==> src/rtl/sns_pkg.sv <==
// Shared definitions for the shift-and-save history buffer: default sizes,
// width helpers and the per-cycle update operation.
package sns_pkg;

   localparam int DEF_DATA_WIDTH = 32;
   localparam int DEF_DEPTH      = 10;
   localparam int DEF_DROP_W     = 16;

   function automatic int clog2(input int value);
      int r;
      r = 0;
      for (int v = value - 1; v > 0; v = v >> 1) r++;
      return r;
   endfunction

   // Wide enough for DEPTH samples of all-ones without overflow.
   function automatic int sum_width(input int data_width, input int depth);
      return data_width + clog2(depth + 1);
   endfunction

   typedef enum logic [1:0] {
      OP_HOLD,
      OP_CLEAR,
      OP_DROP,
      OP_PUSH
   } sns_op_e;

endpackage

==> src/rtl/sns_hist_rd_port.sv <==
// Registered read port of the history buffer: selects one slot by index and
// flags reads of slots that hold no valid sample.
module sns_hist_rd_port
   import sns_pkg::*;
#(
   parameter int DATA_WIDTH = DEF_DATA_WIDTH,
   parameter int DEPTH      = DEF_DEPTH,
   parameter int IDX_W      = clog2(DEPTH),
   parameter int CNT_W      = clog2(DEPTH + 1)
) (
   input  logic                             clk,
   input  logic                             reset,
   input  logic                             rd_en,
   input  logic [IDX_W-1:0]                 rd_idx,
   input  logic [DEPTH-1:0][DATA_WIDTH-1:0] slots,
   input  logic [CNT_W-1:0]                 count,
   output logic [DATA_WIDTH-1:0]            rd_data,
   output logic                             rd_valid,
   output logic                             rd_err
);

   logic [DATA_WIDTH-1:0] rd_data_q, rd_data_d;
   logic                  rd_valid_q, rd_valid_d;
   logic                  rd_err_q, rd_err_d;
   logic                  in_range;

   always_comb begin
      // NOTE: every signal written here gets a default first, so no path through the block can infer a latch.
      in_range   = (32'(rd_idx) < 32'(count)) && (32'(rd_idx) < 32'(DEPTH));
      rd_valid_d = rd_en;
      rd_err_d   = 1'b0;
      rd_data_d  = rd_data_q;
      if (rd_en) begin
         if (in_range) begin
            rd_data_d = slots[rd_idx];
         end else begin
            rd_data_d = '0;
            rd_err_d  = 1'b1;
         end
      end
   end

   always_ff @(posedge clk) begin
      // NOTE: state is updated with non-blocking assignments so every flop samples pre-edge values.
      if (reset) begin
         rd_data_q  <= '0;
         rd_valid_q <= 1'b0;
         rd_err_q   <= 1'b0;
      end else begin
         rd_data_q  <= rd_data_d;
         rd_valid_q <= rd_valid_d;
         rd_err_q   <= rd_err_d;
      end
   end

   assign rd_data  = rd_data_q;
   assign rd_valid = rd_valid_q;
   assign rd_err   = rd_err_q;

endmodule

==> src/rtl/sns_history_buffer.sv <==
// Shift-and-save history of the last DEPTH samples (newest in slot 0) with
// occupancy, freeze, clear, running sum, drop counter and an indexed read port.
module sns_history_buffer
   import sns_pkg::*;
#(
   parameter int DATA_WIDTH = DEF_DATA_WIDTH,
   parameter int DEPTH      = DEF_DEPTH,
   parameter int IDX_W      = clog2(DEPTH),
   parameter int CNT_W      = clog2(DEPTH + 1),
   parameter int DROP_W     = DEF_DROP_W
) (
   input  logic                        clk,
   input  logic                        reset,
   input  logic                        clear,
   input  logic                        freeze,
   input  logic                        push_en,
   input  logic [DATA_WIDTH-1:0]       push_data,
   input  logic                        rd_en,
   input  logic [IDX_W-1:0]            rd_idx,
   output logic [DATA_WIDTH-1:0]       rd_data,
   output logic                        rd_valid,
   output logic                        rd_err,
   output logic [CNT_W-1:0]            count,
   output logic                        full,
   output logic                        empty,
   output logic [DATA_WIDTH+CNT_W-1:0] sum,
   output logic [DROP_W-1:0]           drop_cnt
);

   localparam int SUM_W = DATA_WIDTH + CNT_W;

   logic [DEPTH-1:0][DATA_WIDTH-1:0] slot_q, slot_d;
   logic [CNT_W-1:0]                 count_q, count_d;
   logic [SUM_W-1:0]                 sum_q, sum_d;
   logic [DROP_W-1:0]                drop_q, drop_d;
   sns_op_e                          op;

   always_comb begin
      if (clear)        op = OP_CLEAR;
      else if (freeze)  op = push_en ? OP_DROP : OP_HOLD;
      else if (push_en) op = OP_PUSH;
      else              op = OP_HOLD;
   end

   always_comb begin
      slot_d  = slot_q;
      count_d = count_q;
      sum_d   = sum_q;
      drop_d  = drop_q;
      unique case (op)
         OP_CLEAR: begin
            slot_d  = '0;
            count_d = '0;
            sum_d   = '0;
         end
         OP_DROP: begin
            if (drop_q != '1) drop_d = drop_q + DROP_W'(1);
         end
         OP_PUSH: begin
            for (int i = DEPTH - 1; i > 0; i--) slot_d[i] = slot_q[i-1];
            slot_d[0] = push_data;
            if (count_q != CNT_W'(DEPTH)) count_d = count_q + CNT_W'(1);
            // Unused slots hold 0, so subtracting the evicted slot is exact at any fill level.
            sum_d = sum_q + SUM_W'(push_data) - SUM_W'(slot_q[DEPTH-1]);
         end
         default: ;
      endcase
   end

   always_ff @(posedge clk) begin
      if (reset) begin
         // NOTE: the slot array is reset deliberately: empty slots must read as 0 for the running sum to stay exact.
         slot_q  <= '0;
         count_q <= '0;
         sum_q   <= '0;
         drop_q  <= '0;
      end else begin
         slot_q  <= slot_d;
         count_q <= count_d;
         sum_q   <= sum_d;
         drop_q  <= drop_d;
      end
   end

   // Reads see pre-edge contents, independent of any same-cycle push or clear.
   sns_hist_rd_port #(
      .DATA_WIDTH (DATA_WIDTH),
      .DEPTH      (DEPTH),
      .IDX_W      (IDX_W),
      .CNT_W      (CNT_W)
   ) u_rd_port (
      .clk      (clk),
      .reset    (reset),
      .rd_en    (rd_en),
      .rd_idx   (rd_idx),
      .slots    (slot_q),
      .count    (count_q),
      .rd_data  (rd_data),
      .rd_valid (rd_valid),
      .rd_err   (rd_err)
   );

   assign count    = count_q;
   assign full     = (count_q == CNT_W'(DEPTH));
   assign empty    = (count_q == '0);
   assign sum      = sum_q;
   assign drop_cnt = drop_q;

endmodule

==> config.mk <==
export PLATFORM = sky130hd
export DESIGN_NAME = sns_history_buffer
export DESIGN_NICKNAME = d
export VERILOG_FILES = /design/src/rtl/sns_pkg.sv /design/src/rtl/sns_hist_rd_port.sv /design/src/rtl/sns_history_buffer.sv
export SDC_FILE = /design/constraint.sdc
export NUM_CORES = 1
export LEC_CHECK = 0
export CAP_MARGIN = 20
export CORE_MARGIN = 10
export CORE_UTILIZATION = 35
export DETAILED_ROUTE_END_ITERATION = 16
export PLACE_DENSITY = 0.49
export SETUP_SLACK_MARGIN = 0.02
export SLEW_MARGIN = 15
export SYNTH_ARGS = -nofsm -noshare
export SYNTH_HDL_FRONTEND = slang
export SYNTH_HIERARCHICAL = 1
export SYNTH_SLANG_ARGS = --single-unit
==> constraint.sdc <==
create_clock -name clk -period 4 [get_ports clk]
set_input_delay 1 -clock clk [delete_from_list [all_inputs] [get_ports clk]]
set_output_delay 1 -clock clk [all_outputs]
set_load 0.01 [all_outputs]
==> impl_metrics.json <==
{
  "yosys-top-cells-area": "dfxtp_1, nand2_1, a21oi_1, mux4_2, mux2i_1",
  "die_y_um": 257,
  "syn_inst": 2361,
  "hp-class": "register to register",
  "grt_setup_unrepaired": "true",
  "synth_compound_area_share_pct": 16.4,
  "layout_common_cells": "nand2_1, dfxtp_1, a21oi_1",
  "crit_arrival_ns": 4.34,
  "ys_warn_count": 6,
  "final_antenna_net_count": 0,
  "cap_viol_max_count": 0,
  "cts_buffers": 46,
  "synthAdderAreaFrac_pct": 5.98,
  "final_hold_viol_count": 0,
  "htreeDepth": 2,
  "ys_seq_area_share_pct": 41.6,
  "port_buffers": 133,
  "tns_ns": 0,
  "start_util_pct": 35.6,
  "wl_per_cell_um": 17.5,
  "clock_latency_ns": 0.58,
  "async_flop_share_pct": 0,
  "fmax_mhz": 256,
  "slew_violations": 0,
  "clock_tree.root_cell": "clkbuf_16",
  "slew_headroom_pct": 36.0,
  "p_leak_nw": 8.53,
  "worstMarginPinSlew_ns": 0.960,
  "die_x_um": 257,
  "grt_usage_pct": 16.9,
  "setup_viol": 0,
  "grt-ovfl-total": 0,
  "hpwl_um": 37400,
  "vias_per_cell": 5.07,
  "syn_to_final_growth_pct": 23.0,
  "antennaDiodeCount": 0,
  "r2r_start": "sum[7]",
  "p_per_area_nw_per_um2": 408,
  "critPathLaunch": "push_data[7]",
  "gp_congestion": 0.811,
  "synth-edff-count": 0,
  "post-route-period-util_pct": 97.5,
  "clockBufferDepth": 3,
  "num_vias": 16705,
  "tritoncts": "built",
  "ys.flop_type": "dfxtp_1",
  "fin_area_um2": 24200,
  "netlist_area_um2": 19700,
  "synth_area_per_cell_um2": 8.35,
  "dieArea_um2": 66200,
  "synth-simple-area-share_pct": 17.6,
  "first_pass_iters": 5,
  "place_area_um2": 22500,
  "critPathRequiredTime_ns": 4.44,
  "hp-start": "slot_q[204]",
  "fin_skew_ns": 0.0219,
  "fin_crit_ns": 3.90,
  "layout-drive-gt1-share_pct": 13.5,
  "nets": 2630,
  "crit_type": "primary input to register",
  "antenna_found_initial": 0,
  "cp-start-kind": "primary input",
  "core_region_area_um2": 55400,
  "yosys.area.top_type": "dfxtp_1",
  "rows": 86,
  "synth_nets": 2478,
  "path_clk_slew_ns": 0.06,
  "synth_top_area_share_pct": 41.6,
  "hold_buffers": 0,
  "cp-end-kind": "register",
  "io_pins": 134,
  "first_iter_violations": 1230,
  "wl_um": 57700,
  "crit_fanout": 5,
  "ir_drop_mv": 0.265,
  "drcViolationCount": 0,
  "synth_top_family_by_area": "simple AND/OR/NAND/NOR gates",
  "grt_pass1_vias": 15975,
  "grt_pass1_wl_um": 91600,
  "synth_xor_area_share_pct": 1.56,
  "outcome": "finished, final reports clean",
  "cts.sinks": 410,
  "final_common_cell": "nand2_1",
  "grt_max_degree": 182,
  "synthMuxAreaShare_pct": 10.8,
  "synth.distinct_cells": 65,
  "ys_ff_latch": 410
}
cell usage after synthesis, types with 3 or more instances:
master      n
nand2_1   743
dfxtp_1   410
a21oi_1   373
inv_1     147
clkbuf_1  125
mux2i_1    68
mux4_2     64
nor2_1     60
ha_1       43
fa_1       32
o221ai_2   31
o21ai_0    22
a21o_1     21
xnor2_1    20
buf_1      18
nand3_1    15
xor2_1     15
o21ai_1    13
buf_2      12
a211oi_1   11
nand4_1    10
nor3_1     10
o21a_1      8
or3_1       7
o21bai_1    6
a211o_1     5
a31oi_1     5
and2_1      5
and3_1      5
nand2b_1    4
o211ai_1    4
o221ai_1    4
a21boi_1    3
nand3b_1    3
repair_timing:
action	4_1_cts	5_1_grt
setup buffers	0	1
setup endpoints to repair	1	15
resized for setup	1	30
pin swaps	0	12
worst max-delay path, stage by stage:
cell,delay [ns]
clkdlybuf4s50_1,0.48
inv_1,0.06
fa_1,0.54
inv_1,0.04
ha_2,0.36
nand4_1,0.20
a211oi_2,0.33
nor4b_2,0.09
buf_4,0.17
buf_4,0.14
o21ai_2,0.13
nand2_1,0.11
o31ai_4,0.38
mux2i_1,0.22
a21oi_1,0.07
metrics by stage:
| stage | setup WS, ns | utilization, % | cells | total power, mW | hold slack [ns] |
|---|---|---|---|---|---|
| after CTS | 0.0524 | 43.5 | 3296 | 10.0 | 0.460 |
| final | 0.100 | 43.7 | 3297 | 9.90 | 0.460 |
| after global routing | -0.0512 | 43.7 | 3297 | 10.3 | 0.478 |
| after detailed placement | -0.649 | 40.6 | 3212 | 5.52 | 0.452 |
| after floorplan | 0.255 | - | 2361 | 4.97 | 0.442 |
| after global placement | -0.625 | 40.6 | 3212 | 5.51 | 0.451 |
layer usage:
metal,part of all wire [%],routed length (um),GRT usage [%]
met1,49,28100,24.0
met2,45,25700,26.0
met3,4.9,2830,3.23
met4,1.8,1070,4.26
met5,0,0,0
cell type report:
cell class,count,area (um2)
Multi-Input combinational cell,1645,10500
Inverter,147,552
Fill cell,5461,31200
Sequential cell,410,8210
Clock buffer,64,1350
Clock inverter,20,234
Timing Repair Buffer,263,2440
Tap cell,748,936
report_power, final:
part | leakage, nW | internal (mW) | switching [mW]
registers | 3.31 | 4.11 | 0.0269
clock network | 0.788 | 2.67 | 1.76
logic | 4.44 | 0.560 | 0.770
path summary, 6_finish.rpt:
check	endpoint	slack [ns]	depth (start not counted)
hold / removal	slot_q[236]	0.46	2
setup reg to reg	sum[28]	0.55	14
setup / recovery	sum[28]	0.10	15
hold reg to reg	slot_q[236]	0.46	2
cell families after synthesis:
family,Yosys count
DFF,410
muxes,132
and+or+nand+nor,875
buffers and inverters,306
xor gates and xnor gates,35
adders and majority gates,75
AOI/OAI and AO/OA,528
state kept, by name (all words and copies together) (netlist names):
signal,count
slot_q,320
sum,36
u_rd_port/rd_valid,1
u_rd_port/rd_err,1
drop_cnt,16
count,4
u_rd_port/rd_data,32
Note: power is estimated with default switching activity, not from simulation.
